File: config.mk
export PLATFORM = sky130hd
export DESIGN_NAME = btn_conditioner
export DESIGN_NICKNAME = d
export VERILOG_FILES = /design/src/rtl/btn_conditioner.sv
export SDC_FILE = /design/constraint.sdc
export NUM_CORES = 1
export LEC_CHECK = 0
export CAP_MARGIN = 20
export CORE_MARGIN = 2
export CORE_UTILIZATION = 63
export DETAILED_ROUTE_END_ITERATION = 16
export PLACE_DENSITY = 0.8
export SLEW_MARGIN = 0
export SYNTH_ARGS = -nofsm -noshare
export SYNTH_HDL_FRONTEND = slang
export SYNTH_SLANG_ARGS = --single-unit
File: constraint.sdc
create_clock -name i_clk -period 6.6 [get_ports i_clk]
set_clock_uncertainty 0.1 [all_clocks]
set_input_delay 0.99 -clock i_clk [delete_from_list [all_inputs] [get_ports i_clk]]
set_output_delay 0.99 -clock i_clk [all_outputs]
set_load 0.01 [all_outputs]
File: src/rtl/btn_conditioner.sv
// btn_conditioner: per-channel synchroniser, debouncer and press/release/auto-repeat pulse generator
module btn_conditioner #(
    parameter int N_BTN            = 3,
    parameter int ACTIVE_LOW       = 0,
    parameter int DEBOUNCE_CYC     = 270000,
    parameter int REPEAT_DELAY_CYC = 13500000,
    parameter int REPEAT_RATE_CYC  = 2700000
) (
    input  logic             i_clk,
    input  logic             i_rst,
    input  logic [N_BTN-1:0] i_btn,
    output logic [N_BTN-1:0] o_level,
    output logic [N_BTN-1:0] o_press,
    output logic [N_BTN-1:0] o_release,
    output logic [N_BTN-1:0] o_held
);
    localparam int DW   = $clog2(DEBOUNCE_CYC) + 1;
    localparam int HMAX = REPEAT_DELAY_CYC > REPEAT_RATE_CYC ? REPEAT_DELAY_CYC : REPEAT_RATE_CYC;
    localparam int HW   = $clog2(HMAX) + 1;
    localparam logic [DW-1:0] DB_LAST = DW'(DEBOUNCE_CYC - 1);
    localparam logic [HW-1:0] DL_LAST = HW'(REPEAT_DELAY_CYC - 1);
    localparam logic [HW-1:0] RT_LAST = HW'(REPEAT_RATE_CYC - 1);
    localparam logic          POL     = ACTIVE_LOW != 0;
    localparam logic [1:0] IDLE    = 2'd0;
    localparam logic [1:0] PRESSED = 2'd1;
    localparam logic [1:0] REPEAT  = 2'd2;

    genvar g;
    generate
        for (g = 0; g < N_BTN; g++) begin : g_ch
            logic          s1, s2, lvl, prs, rel, hld, diff, acc;
            logic [DW-1:0] dcnt;
            logic [HW-1:0] hcnt;
            logic [1:0]    st;
            assign diff = s2 != lvl;
            // acc marks the edge where o_level flips, so the FSM can pulse in that same cycle
            assign acc  = diff && dcnt == DB_LAST;
            always_ff @(posedge i_clk or posedge i_rst) begin
                if (i_rst) begin
                    s1   <= 1'b0;
                    s2   <= 1'b0;
                    lvl  <= 1'b0;
                    prs  <= 1'b0;
                    rel  <= 1'b0;
                    hld  <= 1'b0;
                    dcnt <= '0;
                    hcnt <= '0;
                    st   <= IDLE;
                end else begin
                    s1   <= i_btn[g] ^ POL;
                    s2   <= s1;
                    dcnt <= (!diff || acc) ? '0 : (dcnt != '1 ? dcnt + 1'b1 : dcnt);
                    if (acc)
                        lvl <= s2;
                    prs <= 1'b0;
                    rel <= 1'b0;
                    case (st)
                        IDLE: if (acc && s2) begin
                            prs  <= 1'b1;
                            hcnt <= '0;
                            st   <= PRESSED;
                        end
                        PRESSED: if (acc) begin
                            rel <= 1'b1;
                            st  <= IDLE;
                        end else if (REPEAT_DELAY_CYC != 0 && hcnt == DL_LAST) begin
                            prs  <= 1'b1;
                            hld  <= 1'b1;
                            hcnt <= '0;
                            st   <= REPEAT;
                        end else begin
                            hcnt <= hcnt != '1 ? hcnt + 1'b1 : hcnt;
                        end
                        REPEAT: if (acc) begin
                            rel <= 1'b1;
                            hld <= 1'b0;
                            st  <= IDLE;
                        end else if (hcnt == RT_LAST) begin
                            prs  <= 1'b1;
                            hcnt <= '0;
                        end else begin
                            hcnt <= hcnt != '1 ? hcnt + 1'b1 : hcnt;
                        end
                        default: st <= IDLE;
                    endcase
                end
            end
            assign o_level[g]   = lvl;
            assign o_press[g]   = prs;
            assign o_release[g] = rel;
            assign o_held[g]    = hld;
        end
    endgenerate
endmodule

# [Word level (Yosys, flattened, before mapping)]
# Index checks and enable logic that the tools add are counted.
[word_totals] register_bits=159
[classes] addsub=6 eq_ne=42 muxes=78 reduce_logical=36
[op_table] op="$mux 25" count=18
[op_table] op="$pmux 25 s3" count=3
[op_table] op="$mux 20" count=6
[op_table] op="$add 25x1->25 const B" count=3
[op_table] op="$eq 25x22->1 const B" count=3
[op_table] op="$eq 25x24->1 const B" count=3
[op_table] op="$ne 25x25->1 const B" count=3
[op_table] op="$add 20x1->20 const B" count=3
[op_table] op="$eq 20x19->1 const B" count=3
[op_table] op="$ne 20x20->1 const B" count=3
[op_table] op="$mux 1" count=30
[op_table] op="$ne 2x2->1 const B" count=15
[op_table] op="$mux 2" count=12
[op_table] op="$reduce_and 4->1" count=6
[op_table] op="$pmux 2 s3" count=3
[op_table] op="$reduce_bool 2->1" count=6
[op_table] op="$ne 3x3->1 const B" count=3
[op_table] op="$pmux 1 s3" count=3
[op_table] op="$reduce_and 3->1" count=3
[op_table] op="$reduce_bool 3->1" count=3
[op_table] op="$eq 2x1->1 const B" count=3
[op_table] op="$eq 2x2->1 const B" count=3
[op_table] op="$logic_and 1x1->1" count=6
[op_table] op="$logic_not 2->1" count=3
[op_table] op="other kinds (5)" count=15

# [Depth between registers and ports, before layout]
# Gate-level depths: netlist of run 1.
[depth] ltp_word=5 depth_mapped=10 ltp_nobuf=9

# [Least setup slack after synthesis of run 1]
# OpenSTA, ideal clock, no wires.
[synth_timing] kind="register to register" start="register g_ch[0].dcnt[0]" end="register g_ch[0].hcnt[6]" setup_ps=119 arrival_time_ps=2510 path_slack_ps=3871 stages_incl_launch_ff=10 n_path_buf=1 period_less_slack_ps=2729 path_cell_list="dfrtp_1 > ha_1 > nor3b_2 > nand3_2 > o41a_1 > a211o_1 > buf_6 > or4_4 > xor2_1 > nor2_2"
[synth_between] elab_chain_len=5 elab_cells_between_ends=7
[synth_lines] element="start: declaration" line="32" source="logic [DW-1:0] dcnt;"
[synth_lines] element="start signal: assignment" line="52" source="dcnt <= (!diff || acc) ? '0 : (dcnt != '1 ? dcnt + 1'b1 : dcnt);"
[synth_lines] element="$eq 20x19->1 (*)" line="37" source="assign acc = diff && dcnt == DB_LAST;"
[synth_lines] element="$logic_and 1x1->1 (*)" line="37"
[synth_lines] element="$logic_and 1x1->1" line="58" source="IDLE: if (acc && s2) begin"
[synth_lines] element="$ne 2x2->1 (no source line)"
[synth_lines] element="$reduce_and 4->1 (no source line) (*)"
[synth_lines] element="end signal: assignment" line="72" source="hcnt <= hcnt != '1 ? hcnt + 1'b1 : hcnt;"
[synth_lines] element="end signal: assignment" line="82" source="hcnt <= hcnt != '1 ? hcnt + 1'b1 : hcnt;"
[synth_lines] element="end: declaration" line="33" source="logic [HW-1:0] hcnt;"
# Every way passes the cells marked *; elsewhere a longest branch is shown, timed or not.
# A chain may end at the register's enable or synchronous reset.

# [Final worst setup path of run 1]
[layout_timing] start="register g_ch[2].hcnt[5]" end="register g_ch[2].hcnt[14]"
[layout_between] elab_chain_len=5 elab_cells_between_ends=10
[layout_lines] element="start: declaration" line="33"
[layout_lines] element="start signal: assignment" line="72"
[layout_lines] element="start signal: assignment" line="82"
[layout_lines] element="$add 25x1->25 / $ne 25x25->1 (equally long branches)" line="72, 82"
[layout_lines] element="$mux 25" line="72, 82"
[layout_lines] element="$mux 25 (on tied branches)" line="78, 66"
[layout_lines] element="$mux 25 (on tied branches)" line="74, 63"
[layout_lines] element="$pmux 25 s3 (*)" line="57" source="case (st)"
# Every way passes the cells marked *; elsewhere a longest branch is shown, timed or not. The select of a mux whose other input is x is not followed.

==> results of run 1 <==
[power groups by stage]
stage	Sequential, W	Clock (W)	Combinational (W)
after floorplan	0.00100	0	0.0000311
after global placement	0.00101	0	0.0000426
after detailed placement	0.00101	0	0.0000430
after CTS	0.000988	0.00105	0.0000431
after global routing	0.000988	0.00110	0.0000512
final	0.000988	0.00104	0.0000432
[cell usage after synthesis, types with 2 or more instances]
cell / n
or2_2: 4
o21ai_0: 32
nand4_1: 55
nor4b_1: 6
a21oi_1: 24
buf_2: 7
o31ai_1: 2
ha_1: 20
mux2i_1: 6
nor4_1: 25
and2_1: 5
or3_1: 13
clkbuf_1: 21
xnor2_1: 44
and4b_1: 2
xor2_1: 69
a22oi_1: 3
nand2_1: 81
buf_6: 3
a31oi_1: 5
dfrtp_1: 159
nor2_2: 2
nand2b_1: 2
nand4b_1: 7
buf_4: 12
and4_1: 11
nor3_1: 31
nor2b_1: 4
nor3b_1: 3
nor4bb_1: 4
or4_1: 6
nand3_1: 66
o41a_1: 2
and3_1: 20
inv_1: 21
o31a_1: 2
mux2_2: 2
nor2_1: 161
a41oi_1: 3
a21o_1: 3
[critical path: stages (launching register included)]
cell     delay [ps]
dfrtp_1         450
or4_1           570
nor4_1          600
nand2_1         100
a22oi_1         270
nor2_1          120
nor2_2          730
nor2_1          130
[per-stage QoR]
| stage | instance area [um2] | total power (W) | hold WS, ps |
|---|---|---|---|
| 3_3_place_gp | 9010 | 0.00105 | 232 |
| 6_report | 9690 | 0.00207 | 254 |
| 5_1_grt | 9690 | 0.00214 | 269 |
| 2_1_floorplan | 8830 | 0.00104 | 231 |
| 3_5_place_dp | 9010 | 0.00105 | 240 |
| 4_1_cts | 9640 | 0.00208 | 254 |
[cell families (layout without fill, tap and decap cells)]
family	after synthesis	in the layout
simple gates	519	519
flops	159	159
xor+xnor	113	113
compound gates	88	88
buf+inv	64	75
fa+ha+maj	20	20
mux	8	8
[final timing paths]
check	startpoint	to	slack [ps]	depth (start not counted)
max	g_ch[2].hcnt[5]$_DFFE_PP0P_	g_ch[2].hcnt[14]$_DFFE_PP0P_	3360	7
min	g_ch[1].s1$_DFF_PP0_	g_ch[1].s2$_DFF_PP0_	250	0
max reg2reg	g_ch[2].hcnt[5]$_DFFE_PP0P_	g_ch[2].hcnt[14]$_DFFE_PP0P_	3360	7
min reg2reg	g_ch[1].s1$_DFF_PP0_	g_ch[1].s2$_DFF_PP0_	250	0
max in group asynchronous	i_rst	g_ch[1].hcnt[4]$_DFFE_PP0P_	4390	4
min in group asynchronous	i_rst	g_ch[2].prs$_DFF_PP0_	750	2
[flip-flops by register name, indices dropped and copies added, names as in the netlist]
name	cells
g_ch.s1	3
g_ch.lvl	3
g_ch.hcnt	75
g_ch.hld	3
g_ch.s2	3
g_ch.dcnt	60
g_ch.prs	3
g_ch.rel	3
g_ch.st	6
[layout make-up]
cell class | count | share of cell area (%)
multi-input combinational | 748 | 46.8
clock inverter | 14 | 1.97
inverter | 21 | 0.865
tap | 180 | 2.32
clock buffer | 18 | 4.53
timing repair buffer | 22 | 2.44
sequential | 159 | 41.0
[layer usage]
| metal | track usage (%) | up-vias | routed length [um] |
|---|---|---|---|
| li1 | - | 3424 | - |
| met1 | 35.0 | 3513 | 8300 |
| met2 | 40.8 | 240 | 8580 |
| met3 | 4.74 | 29 | 997 |
| met4 | 9.70 | 0 | 330 |
| met5 | 0 | - | 0 |
==> reports/qor.csv, run 1 <==
metric,value,unit
top_reg_cell synth,dfrtp_1,
dpl ws,3340,ps
Internal,0.00164,W
placed cells,1127,
maxcap violations,0,
Placer Congestion,0.869,
TritonCTS clock tree,done,
core area,13800,um2
drt wl/cell,15.7,um
WP data arrival,3400,ps
CTS Sinks,159,
Synth Area in Adders,2.84,%
Peak VDD IR,0.212,mV
Total GRT Usage,25.6,%
fraction of layout cells with a size suffix above 1,6.11,%
cts hold-fix bufs,0,
die width,122,um
area delta synth->final,9.82,%
startpoint type of the worst setup path,register,
Multi-input gate area,4540,um2
post-DR vias/cell,6.20,
syn nets,996,
DRT Pass-1 Iters,7,
number of global-route vias before repair,6586,
final non-filler cell total,1162,
"Setup Fix Bufs, Post-CTS",0,
P_sw,0.000434,W
final wirelength,18.2,mm
Yosys reg bits,159,
YS warnings,0,
Period minus WS final,3240,ps
Filler cells,1050,
Setup crit end kind,register,
die area,15000,um2
CTS root buf,clkbuf_16,
CP max FO,23,
"most common cell after layout, fill and taps aside",nor2_1,
DR iter-0 viols,893,
worst min-delay path class,reg -> reg,
register area,3980,um2
clock share of power,50.1,%
clk_lat worst skew,430,ps
final core occ,70.4,%
compound-gate portion of the synthesized area,6.18,%
Post-synth EDFFs,0,
"FFs w/ async S/R, synth",100,%
Pins Over Slew Limit,0,
slew margin rel.,31.6,%
period utilization,49.0,%
largest family of logic cells by synthesized area,simple AND/OR/NAND/NOR gates,
Clock Tree Buf Depth,2,
most frequent cells in the layout,"161 x nor2_1, 159 x dfrtp_1, 81 x nand2_1, 69 x xor2_1, 66 x nand3_1",
Num CTS Buffers,17,
worst slew pin tran,1020,ps
PostCTS Resize Cnt,0,
post-synthesis cell type count,63,
PnR worst setup slack,3360,ps
largest net degree at the start of global routing,117,
sequential area share after synthesis,45.1,%
P_leak,4.06,nW
Row Count,43,
total gr overflow,0,
hpwl dp,12.2,mm
Critical Path RT,6770,ps
Yosys top cell area share,45.1,%
initial core utilization,64.1,%
count of final setup violators,0,
I/O Buffers,16,
Vias,7206,
mux cell area share after synthesis,0.936,%
Die Y,122,um
Fin. Hold Viols,0,
synth top area cells,"dfrtp_1 45%, nor2_1 6.8%, xor2_1 6.8%",
pwr/cell area,213,nW/um2
clock slew at reported path FFs,60,ps
outcome,"finished, final reports clean",
Synth area leader,dfrtp_1,
Fmax achieved,309,MHz
syn_area_per_cell,9.09,um2
NumNets Final,994,
Crit Path Category,reg -> reg,
final setup TNS,0,ps
Syn Inst Count,971,
Sequential Power Share,47.8,%
mapped cell area,8830,um2
Antenna Nets Post-Route,0,
antenna violations before repair,0,
simple-gate share of the synthesized area,30.2,%
drc violations,0,
IO Pins,17,
RSZ-0062 raised after global routing,no,
Comb pwr share,2.1,%
# diodes,0,
switching share of power,21.0,%
first-pass GRT wire length,30.7,mm
H-tree Lvls,4,
post-synthesis xor/xnor area fraction,11.2,%
No activity file was read; power rests on OpenSTA's default activity.
==> run 2: changes to the inputs <==
Clock period 6.6 ns to 3.35 ns, I/O delays scaled along.
==> run 2 against run 1 <==
Net effect: global-route usage increased by 0.92 points; non-clock buffer count rose by 8; via count is 0.68% lower; count of clock-buffer cells in the layout is 2 higher; setup slack worse by 3000 ps; sequential cell count did not move; register-to-register slack got worse by 3000 ps; critical path depth increased by 1; total power rose by 95%; critical endpoint is now g_ch[0].hcnt[6]$_DFFE_PP0P_.
==> reports/qor.csv, run 2 (synthesized netlist as in run 1, its figures left out) <==
metric,value,unit,change
PostCTS Resize Cnt,0,,unchanged
total gr overflow,0,,unchanged
Vias,7157,,-0.68%
CTS Sinks,159,,unchanged
final setup TNS,0,ps,unchanged
initial core utilization,64.1,%,unchanged
"CP delay by family, top",simple AND/OR/NAND/NOR gates,,
clock slew at reported path FFs,60,ps,about the same
CP max FO,9,,-61%
crit-path cells,ha_1 -> nor3b_2 -> nand3_2 -> o41a_1 -> a211o_1 -> or4_4 -> xor2_1 -> nor2_2,,
Clock Tree Buf Depth,2,,unchanged
CTS root buf,clkbuf_16,,
period utilization,88.2,%,+39 points
Row Count,43,,unchanged
clk_lat worst skew,430,ps,about the same
number of global-route vias before repair,6822,,+3.6%
Tot Pwr,0.00403,W,+95%
Period minus WS final,2960,ps,-280 ps
worst r2r src,g_ch[0].dcnt[0]$_DFFE_PP0P_,,
DR iter-0 viols,690,,-23%
"Setup Fix Bufs, Post-CTS",0,,unchanged
largest register by flop count,g_ch.hcnt,,
slew margin rel.,48.3,%,+17 points
cts hold-fix bufs,0,,unchanged
IO Pins,17,,unchanged
R2R cell count,8,,+1
# diodes,0,,unchanged
cell area after layout,9730,um2,+0.41%
drt wl/cell,15.8,um,+0.83%
die width,122,um,unchanged
CP max stage delay,570,ps,-160 ps
Antenna Nets Post-Route,0,,unchanged
DRT Pass-1 Iters,5,,-2
Setup crit end kind,register,,
outcome,"finished, final reports clean",,
core area,13800,um2,unchanged
pwr/cell area,415,nW/um2,+94%
first-pass GRT wire length,31.9,mm,+3.8%
"most common cell after layout, fill and taps aside",nor2_1,,
worst slew pin tran,769,ps,-255 ps
most frequent cells in the layout,"161 x nor2_1, 159 x dfrtp_1, 81 x nand2_1, 69 x xor2_1, 66 x nand3_1",,
worst min-delay path class,reg -> reg,,
Fin. Hold Viols,0,,unchanged
Hold Path Cell Cnt,0,,unchanged
post-DR vias/cell,6.12,,-1.4%
slowest cell on the critical path,or4_4,,
drc violations,0,,unchanged
dpl ws,418,ps,-2920 ps
max FFs per register,75,,unchanged
reg2reg end,g_ch[0].hcnt[6]$_DFFE_PP0P_,,
Placer Congestion,0.927,,+6.8%
final core occ,70.7,%,+0.29 points
antenna violations before repair,0,,unchanged
hpwl dp,12.1,mm,-0.45%
Peak VDD IR,0.434,mV,+100%
die area,15000,um2,unchanged
biggest regs,"g_ch.hcnt (75), g_ch.dcnt (60), g_ch.st (6)",,
largest net degree at the start of global routing,96,,-18%
final wirelength,18.5,mm,+1.5%
maxcap violations,0,,unchanged
Critical Path RT,3560,ps,-3210 ps
Total GRT Usage,26.5,%,+0.92 points
startpoint type of the worst setup path,register,,
Pins Over Slew Limit,0,,unchanged
PnR worst setup slack,394,ps,-2970 ps
I/O Buffers,16,,unchanged
Num CTS Buffers,17,,unchanged
NumNets Final,1002,,+0.80%
WP data arrival,3170,ps,-230 ps
hold_sp,g_ch[1].s1$_DFF_PP0_,,
fraction of layout cells with a size suffix above 1,6.77,%,+0.66 points
area delta synth->final,10.3,%,
Fmax achieved,338,MHz,+9.5%
Die Y,122,um,unchanged
H-tree Lvls,4,,unchanged
P_leak,4.08,nW,+0.45%
Crit path buffers/inverters,0,,unchanged
RSZ-0062 raised after global routing,no,,
Crit Path Category,reg -> reg,,
TritonCTS clock tree,done,,
placed instance area,9110,um2,+1.2%
reg-to-reg setup timing slack,390,ps,-2970 ps
count of final setup violators,0,,unchanged
sink of the worst hold path,g_ch[1].s2$_DFF_PP0_,,
run 2: cell types whose count changed in the layout (fill, tap and decap cells not counted):
cell | previous run | this run
buf_6 | 1 | 0
clkinv_2 | 4 | 1
buf_12 | 0 | 2
clkbuf_8 | 1 | 2
bufinv_16 | 4 | 3
clkinvlp_4 | 1 | 4
buf_4 | 3 | 12
buf_8 | 1 | 0
clkbuf_1 | 0 | 1
inv_6 | 1 | 0
buf_16 | 1 | 0
run 2: how the worst max path moves through the flow:
stage	startpoint	to	slack (ps)	cells past startpoint
5_1_grt	g_ch[0].dcnt[0]$_DFFE_PP0P_	g_ch[0].hcnt[6]$_DFFE_PP0P_	180	8
4_1_cts	g_ch[0].dcnt[0]$_DFFE_PP0P_	g_ch[0].hcnt[6]$_DFFE_PP0P_	400	8
6_report	g_ch[0].dcnt[0]$_DFFE_PP0P_	g_ch[0].hcnt[6]$_DFFE_PP0P_	390	8
2_1_floorplan	g_ch[0].dcnt[0]$_DFFE_PP0P_	g_ch[0].hcnt[6]$_DFFE_PP0P_	620	9
3_5_place_dp	g_ch[0].dcnt[0]$_DFFE_PP0P_	g_ch[0].hcnt[6]$_DFFE_PP0P_	420	8
3_3_place_gp	g_ch[0].dcnt[0]$_DFFE_PP0P_	g_ch[0].hcnt[6]$_DFFE_PP0P_	460	8
run 2: per-layer routing:
| layer | part of all wire [%] | up-vias | GRT usage [%] |
|---|---|---|---|
| li1 | - | 3440 | - |
| met1 | 44 | 3446 | 35.0 |
| met2 | 48 | 226 | 43.0 |
| met3 | 4.8 | 45 | 5.86 |
| met4 | 2.7 | 0 | 9.91 |
| met5 | 0 | - | 0 |
run 2: through the flow:
step / hold slack, ps / cells
final: 252 / 1170
after global routing: 264 / 1170
after detailed placement: 241 / 1138
after global placement: 239 / 1138
after CTS: 253 / 1170
after floorplan: 231 / 971
run 2: area by class of cell:
class,instances,area [um2]
repair buffers,30,290
flip-flops and latches,159,3980
clock buffers,20,457
well taps,180,225
multi-input cells,748,4540
clock inverters,12,161
fillers,1051,4040
inverters,21,82.6
run 2: power breakdown:
group	switching, W	internal, W	total (W)
clock network	0.000786	0.00121	0.00200
registers	0.0000146	0.00193	0.00195
logic	0.0000625	0.0000241	0.0000866
total	0.000863	0.00317	0.00403
==> run 3: changes to the inputs <==
Settings changed: CORE_MARGIN 2 to not set, CORE_UTILIZATION 63 to 68, PLACE_DENSITY 0.8 to 0.86.
Clock period 3.35 ns to 3.7 ns, I/O delays scaled along.
==> run 3 against run 2 <==
Net effect: global-route usage grew 3.6 points; sequential cell count is the same; critical path type unchanged; largest power group is now sequential cells; non-clock buffer count shrank 3; worst hold slack lost 2.4 ps; highest routed layer unchanged; combinational power shrank 6.5%; register-to-register slack gained 210 ps; total power shrank 11%.
==> reports/qor.csv, run 3 (synthesized netlist as in run 1, its figures left out) <==
metric,value,unit,change
Crit path buffers/inverters,0,,unchanged
slowest cell on the critical path,nand3_1,,
Fin. Hold Viols,0,,unchanged
Period minus WS final,3100,ps,+139 ps
Placer Congestion,0.908,,-2.1%
Sequential Power Share,49.2,%,+0.9 points
final hold slack,250,ps,-2.43 ps
most frequent cells in the layout,"161 x nor2_1, 159 x dfrtp_1, 81 x nand2_1, 69 x xor2_1, 66 x nand3_1",,
"most common cell after layout, fill and taps aside",nor2_1,,
cts hold-fix bufs,0,,unchanged
startpoint type of the worst setup path,register,,
first-pass GRT wire length,31.8,mm,-0.39%
drt wl/cell,16.0,um,+1.0%
Critical Path RT,3920,ps,+360 ps
Tot Pwr,0.00359,W,-11%
Internal,0.00285,W,-10%
WP data arrival,3310,ps,+140 ps
RSZ-0062 raised after global routing,no,,
PostCTS Resize Cnt,0,,unchanged
register area,3980,um2,unchanged
fraction of layout cells with a size suffix above 1,6.19,%,-0.58 points
hpwl dp,12.4,mm,+2.1%
Die Y,116,um,-5.3%
CTS Sinks,159,,unchanged
Num CTS Buffers,17,,unchanged
initial core utilization,69.9,%,+5.9 points
crit-path cells,ha_1 -> nand4_1 -> nand4b_1 -> o21ai_1 -> nand3_1 -> nor4_1 -> xnor2_1 -> nor2_1,,
slew margin rel.,44.2,%,-4.2 points
final wirelength,18.5,mm,about the same
P_sw,0.000738,W,-15%
"Setup Fix Bufs, Post-CTS",0,,unchanged
number of global-route vias before repair,6783,,-0.57%
antenna violations before repair,0,,unchanged
largest net degree at the start of global routing,65,,-32%
die width,116,um,-5.3%
NumNets Final,999,,-0.30%
pwr/cell area,371,nW/um2,-11%
biggest regs,"g_ch.hcnt (75), g_ch.dcnt (60), g_ch.st (6)",,
Setup crit end kind,register,,
core area,12600,um2,-8.4%
final setup TNS,0,ps,unchanged
Row Count,41,,-4.7%
IO Pins,17,,unchanged
DRT Pass-1 Iters,6,,+1
Total GRT Usage,30.1,%,+3.6 points
TritonCTS clock tree,done,,
clk_lat worst skew,430,ps,about the same
period utilization,83.6,%,-4.6 points
Comb pwr share,2.3,%,+0.2 points
outcome,"finished, final reports clean",,
Crit Path Category,reg -> reg,,
Multi-input gate area,4540,um2,unchanged
clock slew at reported path FFs,60,ps,about the same
Peak VDD IR,0.340,mV,-22%
Pins Over Slew Limit,0,,unchanged
# diodes,0,,unchanged
"CP delay by family, top",simple AND/OR/NAND/NOR gates,,
die area,13400,um2,-10%
CP max FO,15,,+6
total gr overflow,0,,unchanged
max FFs per register,75,,unchanged
maxcap violations,0,,unchanged
Fmax achieved,323,MHz,-4.5%
H-tree Lvls,4,,unchanged
post-DR vias/cell,6.20,,+1.4%
switching share of power,20.6,%,-0.82 points
area delta synth->final,9.54,%,
count of final setup violators,0,,unchanged
Vias,7181,,+0.34%
Clock Tree Buf Depth,2,,unchanged
worst slew pin tran,831,ps,+62.0 ps
drc violations,0,,unchanged
clock share of power,48.5,%,-1.1 points
Antenna Nets Post-Route,0,,unchanged
P_leak,4.06,nW,-0.37%
I/O Buffers,16,,unchanged
worst min-delay path class,reg -> reg,,
CTS root buf,clkbuf_16,,
DR iter-0 viols,903,,+31%
largest register by flop count,g_ch.hcnt,,
CP max stage delay,550,ps,-20 ps
Filler cells,862,,-18%
==> run 3: cell types whose count changed in the layout (fill, tap and decap cells not counted) <==
cell and change:
clkinvlp_4 -3, clkinv_2 +3, clkinv_4 -5, clkbuf_8 +3, buf_4 -3, bufinv_16 -1, clkbuf_1 +2
==> run 3: path summary, 6_finish.rpt <==
kind | slack [ps] | start | end | cells past startpoint
max in group asynchronous | 2250 | i_rst | g_ch[0].hcnt[4]$_DFFE_PP0P_ | 3
max | 600 | g_ch[1].dcnt[0]$_DFFE_PP0P_ | g_ch[1].hcnt[9]$_DFFE_PP0P_ | 8
min reg2reg | 250 | g_ch[1].s1$_DFF_PP0_ | g_ch[1].s2$_DFF_PP0_ | 0
min in group asynchronous | 490 | i_rst | g_ch[2].s1$_DFF_PP0_ | 2
min | 250 | g_ch[1].s1$_DFF_PP0_ | g_ch[1].s2$_DFF_PP0_ | 0
max reg2reg | 600 | g_ch[1].dcnt[0]$_DFFE_PP0P_ | g_ch[1].hcnt[9]$_DFFE_PP0P_ | 8
==> run 3: routing by layer <==
| metal | wire length [um] | GRT usage (%) | vias up |
|---|---|---|---|
| met5 | 0 | 0 | - |
| met4 | 388 | 12.7 | 0 |
| met3 | 1010 | 5.65 | 45 |
| met2 | 8960 | 48.9 | 275 |
| met1 | 8120 | 39.7 | 3432 |
| li1 | - | - | 3429 |
==> run 3: metrics by stage <==
step	worst slack [ps]	instances	cell area, um2	util [%]
2_1_floorplan	971	971	8830	-
3_3_place_gp	811	1127	9080	72.0
3_5_place_dp	732	1127	9080	72.0
4_1_cts	650	1158	9670	76.6
5_1_grt	357	1158	9670	76.6
6_report	605	1158	9670	76.6
==> run 3: layout make-up <==
class | instances | area share, %
timing repair buffer | 27 | 2.77
multi-input combinational | 748 | 46.9
sequential | 159 | 41.2
tap | 172 | 2.23
inverter | 21 | 0.854
clock inverter | 6 | 0.828
clock buffer | 25 | 5.23
==> run 3: power groups by stage <==
stage / sequential, W / clock, W / combinational [W]
2_1_floorplan: 0.00179 / 0 / 0.0000559
3_3_place_gp: 0.00179 / 0 / 0.0000807
3_5_place_dp: 0.00179 / 0 / 0.0000836
4_1_cts: 0.00176 / 0.00176 / 0.0000841
5_1_grt: 0.00176 / 0.00184 / 0.0000940
6_report: 0.00176 / 0.00174 / 0.0000810
